==> src/rtl/lpmul_pipe.sv <==
// Multi-lane pipelined low-precision multiplier with valid/ready handshake at both ends.
// Products are formed on entry; optional clamping is applied at the output of the last stage.
module lpmul_pipe #(
    parameter int WIDTH  = 8,
    parameter int LANES  = 4,
    parameter int STAGES = 2
) (
    input  logic                       clk,
    input  logic                       rst,
    input  logic                       in_valid,
    output logic                       in_ready,
    input  logic [LANES*WIDTH-1:0]     op_a,
    input  logic [LANES*WIDTH-1:0]     op_b,
    input  logic                       sign,
    input  logic                       sat,
    output logic                       out_valid,
    input  logic                       out_ready,
    output logic [LANES*2*WIDTH-1:0]   res,
    output logic [LANES-1:0]           sat_flag
);

    localparam int PW = 2 * WIDTH;

    logic [STAGES-1:0]     vld_q, vld_d, adv;
    logic [STAGES-1:0]     sgn_q, sgn_d, sat_q, sat_d;
    logic [LANES*PW-1:0]   prod_q [STAGES];
    logic [LANES*PW-1:0]   prod_d [STAGES];
    logic [LANES*PW-1:0]   prod_in;

    // Low PW bits of the extended product are exact for both signed and unsigned operands.
    function automatic logic [PW-1:0] mul_lane(input logic [WIDTH-1:0] a,
                                               input logic [WIDTH-1:0] b,
                                               input logic             sgn);
        logic signed [PW-1:0] ax;
        logic signed [PW-1:0] bx;
        logic signed [PW-1:0] full;
        ax   = {{WIDTH{sgn & a[WIDTH-1]}}, a};
        bx   = {{WIDTH{sgn & b[WIDTH-1]}}, b};
        full = ax * bx;
        return full;
    endfunction

    // Returns {clamped_flag, value}; value is already extended to PW bits.
    function automatic logic [PW:0] clamp_lane(input logic [PW-1:0] p,
                                               input logic          sgn,
                                               input logic          sat_en);
        logic [PW-1:0] r;
        logic          f;
        r = p;
        f = 1'b0;
        if (sat_en) begin
            if (sgn) begin
                if (p[PW-1] && !(&p[PW-1:WIDTH-1])) begin
                    r = {{(WIDTH+1){1'b1}}, {(WIDTH-1){1'b0}}};
                    f = 1'b1;
                end else if (!p[PW-1] && (|p[PW-1:WIDTH-1])) begin
                    r = {{(WIDTH+1){1'b0}}, {(WIDTH-1){1'b1}}};
                    f = 1'b1;
                end
            end else if (|p[PW-1:WIDTH]) begin
                r = {{WIDTH{1'b0}}, {WIDTH{1'b1}}};
                f = 1'b1;
            end
        end
        return {f, r};
    endfunction

    always_comb begin
        prod_in = '0;
        for (int i = 0; i < LANES; i++) begin
            prod_in[i*PW +: PW] = mul_lane(op_a[i*WIDTH +: WIDTH], op_b[i*WIDTH +: WIDTH], sign);
        end
    end

    // A stage advances if it or any later stage is empty, or the tail is draining.
    always_comb begin
        logic adv_any;
        adv     = '0;
        adv_any = 1'b0;
        for (int k = 0; k < STAGES; k++) begin
            adv_any = out_ready;
            for (int j = k; j < STAGES; j++) begin
                adv_any = adv_any | !vld_q[j];
            end
            adv[k] = adv_any;
        end
    end

    always_comb begin
        vld_d  = vld_q;
        sgn_d  = sgn_q;
        sat_d  = sat_q;
        prod_d = prod_q;
        if (adv[0]) begin
            vld_d[0]  = in_valid;
            sgn_d[0]  = sign;
            sat_d[0]  = sat;
            prod_d[0] = prod_in;
        end
        for (int k = 1; k < STAGES; k++) begin
            if (adv[k]) begin
                vld_d[k]  = vld_q[k-1];
                sgn_d[k]  = sgn_q[k-1];
                sat_d[k]  = sat_q[k-1];
                prod_d[k] = prod_q[k-1];
            end
        end
    end

    always_ff @(posedge clk or posedge rst) begin
        if (rst) begin
            vld_q <= '0;
        end else begin
            vld_q <= vld_d;
        end
    end

    always_ff @(posedge clk) begin
        sgn_q  <= sgn_d;
        sat_q  <= sat_d;
        prod_q <= prod_d;
    end

    assign in_ready  = adv[0];
    assign out_valid = vld_q[STAGES-1];

    // Output stage: clamp, and hold the bus at zero whenever nothing valid is presented.
    always_comb begin
        logic [PW:0] c;
        c        = '0;
        res      = '0;
        sat_flag = '0;
        for (int i = 0; i < LANES; i++) begin
            c = clamp_lane(prod_q[STAGES-1][i*PW +: PW], sgn_q[STAGES-1], sat_q[STAGES-1]);
            if (out_valid) begin
                res[i*PW +: PW] = c[PW-1:0];
                sat_flag[i]     = c[PW];
            end
        end
    end

endmodule

==> config.mk <==
export PLATFORM = sky130hd
export DESIGN_NAME = lpmul_pipe
export DESIGN_NICKNAME = d
export VERILOG_FILES = /design/src/rtl/lpmul_pipe.sv
export SDC_FILE = /design/constraint.sdc
export NUM_CORES = 1
export LEC_CHECK = 0
export CAP_MARGIN = 20
export CORE_MARGIN = 2
export CORE_UTILIZATION = 55
export DETAILED_ROUTE_END_ITERATION = 8
export GPL_ROUTABILITY_DRIVEN = 0
export GPL_TIMING_DRIVEN = 0
export PLACE_DENSITY = 0.76
export SYNTH_ARGS = -nofsm -noshare
export SYNTH_HDL_FRONTEND = slang
export SYNTH_SLANG_ARGS = --single-unit
==> constraint.sdc <==
create_clock -name clk -period 8.71 [get_ports clk]
set_input_delay 1.3065 -clock clk [delete_from_list [all_inputs] [get_ports clk]]
set_output_delay 1.3065 -clock clk [all_outputs]
set_load 0.05 [all_outputs]
== Yosys cells after proc, flatten, opt, wreduce, memory -nomap -nowiden ==
Cells that the tools add are included.
Cells by class
  $mul: 4
  multiplexer cells: 48
  bitwise operators: 11
  reduce and logical (&&, ||, !) cells: 30
Operator list (number)
  $mux W16: 24
  $mul A9 B9 Y16: 4
  $reduce_and A9 Y1: 4
  $reduce_or A9 Y1: 4
  $reduce_or A8 Y1: 4
  $mux W1: 24
  $logic_not A1 Y1: 10
  $and A1 B1 Y1: 8
  $logic_and A1 B1 Y1: 8
  $or A1 B1 Y1: 3
Word-level totals
  bits in registers: 134
  output and inout port bits: 70
  logic and storage cells: 101

== Longest topological paths before layout ==
  depth after elaboration: 7
  mapped depth: 18
  gate-level depth less buffers: 18

== Worst setup path before layout ==
Ideal clock, no wire load.
  path type: input-to-reg
  start: in sign
  end: reg prod_q[78] in the netlist's numbering (data pin)
  setup time: 0.268 ns
  data arrival time: 6.121 ns
  required time: 8.442 ns
  setup slack: 2.321 ns
  stages: 18
  path buffers: 2
  cell sequence: clkbuf_1 clkbuf_1 nand2_1 or2_2 fa_1 fa_1 inv_1 fa_1 fa_1 inv_1 fa_1 inv_1 ha_1 o21ai_0 inv_1 a2111oi_0 nor4_1 nand4b_1
On the way
  word-level cells in the longest chain between the ends: 2
  elaborated cells between the ends (all ways): 3
  those cells by class: mul: 1; bitwise: 2
Ends and longest elaborated chain
  from (decl): line 14  | input logic sign,
  $and A1 B1 Y1 (on tied branches): line 37, 38
  $mul A9 B9 Y16 (*): line 39  | full = ax * bx;
  net prod_in[14]: line 28  | logic [LANES*PW-1:0] prod_in;
  to (signal assigned): line 121  | prod_q <= prod_d;
  to (decl): line 26  | logic [LANES*PW-1:0] prod_q [STAGES];
Mark *: on every way through the listed nets, which the timed path passes. The rest lies on a longest branch.
A chain may end at the register's enable or synchronous reset.

== Worst setup path after layout ==
Ends and elaborated chain as after synthesis.

==> results.yml <==
worst_setup_path:
  criticalPathCategory: "in -> reg"
  arrival_ns: 8.35
  start_kind: "input port"
  cp-end-kind: "register"
  worstRegToRegCells: 4
  crit_fanout: 10
  cp_data_required_time_ns: 8.85
  rr_startpoint: "vld_q[1]"
  r2r_end: "prod_q[122]"
  r2r_slack_ns: 6.34
clocking:
  ctsHoldBuffers: 0
  post-cts-setup-buffers: 0
  clk_pin_slew_ns: 0.06
  clk_path_buf_depth: 2
  cts_buffers: 17
  worstSkewPairLatency_ns: 0.42
  h-tree-depth: 4
  cts_root_buffer: "clkbuf_16"
  clock-sinks: 134
  cts_tree: "built"
  ctsResizeCount: 0
yosys:
  yosys_register_bits: 134
  yosysSeqAreaShare_pct: 24.8
  yosys.cell_types.count: 59
  synth_edf_count: 132
  ys_top_cells_by_count: "inv_1, fa_1, nand2_1, and2_1"
  synth_area_mm2: 0.0162
  syn_nets: 2047
  synth_largest_area_cell: "fa_1"
  yosys-top-cells-area: "fa_1, edfxtp_1, ha_1, inv_1, and2_1"
  synthFlopType: "edfxtp_1"
  yosysMostFrequentCell: "inv_1"
  synth_area_per_cell_um2: 10.2
  async_flop_share_pct: 1.49
  ys_warn_count: 0
  synth.top_cell.area_share_pct: 31.2
  netlist_instances: 1593
placed_design:
  port_buffers: 108
  dp_slack_ns: 0.140
  dpl.hpwl_um: 27300
grt:
  grt_overflow: 0
  grt_pass1_wl_um: 57200
  grt_pass1_vias: 11922
  antenna_found_initial: 0
  grt_max_degree: 68
  groute.usage.overall_pct: 23.2
detailed_routing:
  final_antenna_net_count: 0
  via_count: 11316
  dr.pass1.iters: 5
  drt_iter0_markers: 703
  routedWlPerCell_um: 15.8
  drt-total-wl_um: 33500
  via_per_inst: 5.34
  drc: 0
finish:
  syn_to_final_growth_pct: 13.5
  fill_cells: 2352
  drive_gt1_share_pct: 3.40
  diodes: 0
  seqCellArea_mm2: 0.00401
  multi_input_area_mm2: 0.0109
  fin_nets: 2177
min_path:
  min_to: "prod_q[37]"
  hp-class: "reg -> reg"
  hold_start: "prod_q[101]"
  whs_path_depth: 0
floorplanning:
  die_w_um: 176
  dieArea_mm2: 0.0308
  io_pins: 140
  core_mm2: 0.0289
  die_h_um: 176
  start_util_pct: 56.1
  core.rowCount: 62
timing:
  fin_crit_ns: 8.21
  max_freq_mhz: 122
  slew_viol_final: 0
  setup-violations-final: 0
  period_share_pct: 94.3
  slew-limit-headroom_pct: 34.5
  hold_viol_final: 0
  fin_skew_ns: 0.00732
  setup_ws_ns: 0.496
  rsz0062_at_grt: "no"
  tightestPinTransition_ns: 0.979
  tns_ns: 0
run:
  cap_violations: 0
run_status:
  status: "complete, no violations"
pwr:
  vdd_drop_max_v: 0.000181
  power_density_mw_per_mm2: 289
  p_leak_nw: 8.51
  total_power_mw: 5.30
==> cells in the final DEF (no fill, tap or decap), drive strengths merged, types with 4 or more instances in the layout <==
cell,n
inv,300
fa,252
nand2,183
and2,158
ha,132
edfxtp,132
clkdlybuf4s50,108
a21oi,67
nor2,61
clkbuf,60
xnor2,58
o21ai,37
nor3,19
nor2b,15
or2,14
o21a,11
xor2,10
nand4,10
a31oi,9
and3,8
nand3,7
nand2b,7
buf,7
clkinv,6
o2111ai,5
a21o,4
nor4,4
o21bai,4
==> worst max path at each step <==
stage | from | end | slack [ns] | cells after the start
detailed placement | sign | prod_q[78] | 0.14 | 19
floorplan | sign | prod_q[78] | 2.32 | 18
global route | sign | prod_q[78] | 0.24 | 19
finish | sign | prod_q[78] | 0.50 | 19
CTS | sign | prod_q[78] | 0.57 | 19
global placement | sign | prod_q[78] | 0.22 | 19
==> flip-flops by register name, summed over array words and instances (netlist names) <==
name / flops
prod_q: 128
sat_q: 2
sgn_q: 2
vld_q: 2
==> final cells by class <==
cell class                      instances  area share (%)
Sequential cell                       134            21.8
Timing Repair Buffer                  111            6.20
Tap cell                              384            2.62
Clock inverter                         13           0.729
Clock buffer                           17            2.32
Buffer                                 48            1.13
Inverter                              298            6.09
Multi-Input combinational cell       1113            59.1
==> worst max-delay path, cell delays in order <==
cell and delay, ns:
clkdlybuf4s50_1 0.54, clkbuf_1 0.60, clkbuf_1 0.71, nand2_1 0.43
or2_2 0.41, fa_1 0.45, fa_1 0.50, inv_1 0.05
fa_1 0.45, fa_1 0.49, inv_1 0.05, fa_1 0.49
inv_1 0.04, ha_1 0.32, o21ai_0 0.19, inv_1 0.07
a2111oi_0 0.84, nor4_1 0.13, nand4b_1 0.25
==> cell families after synthesis <==
| group | synth area share (%) |
|---|---|
| mux | 0.0619 |
| simple gates | 15.3 |
| buf+inv | 8.19 |
| xor+xnor | 3.68 |
| compound gates | 6.63 |
| fa+ha+maj | 41.4 |
| flops | 24.8 |
==> layer usage <==
layer  track usage [%]  vias to the layer above  share of wire (%)
met4              6.96                        0                2.3
met3              3.20                       48                4.4
met2              40.7                      265                 51
met1              30.1                     5697                 42
li1                  -                     5306                  -
met5                 0                        -                  0
==> report_power, final <==
| part | internal [mW] | leakage, nW | total (mW) | switching (mW) |
|---|---|---|---|---|
| Clock | 0.416 | 0.264 | 0.675 | 0.259 |
| Sequential | 1.13 | 1.36 | 1.23 | 0.0969 |
| Combinational | 1.42 | 6.88 | 3.40 | 1.98 |
==> metrics by stage <==
step | hold WS, ns | std cells | instance area [um^2] | utilization [%]
after floorplan | 0.400 | 1593 | 16200 | -
after global placement | 0.402 | 2085 | 17700 | 61.5
after detailed placement | 0.405 | 2088 | 17800 | 61.7
after CTS | 0.412 | 2118 | 18400 | 63.7
after global routing | 0.419 | 2118 | 18400 | 63.7
final | 0.413 | 2118 | 18400 | 63.7
Note: power is estimated with default switching activity, not from simulation.
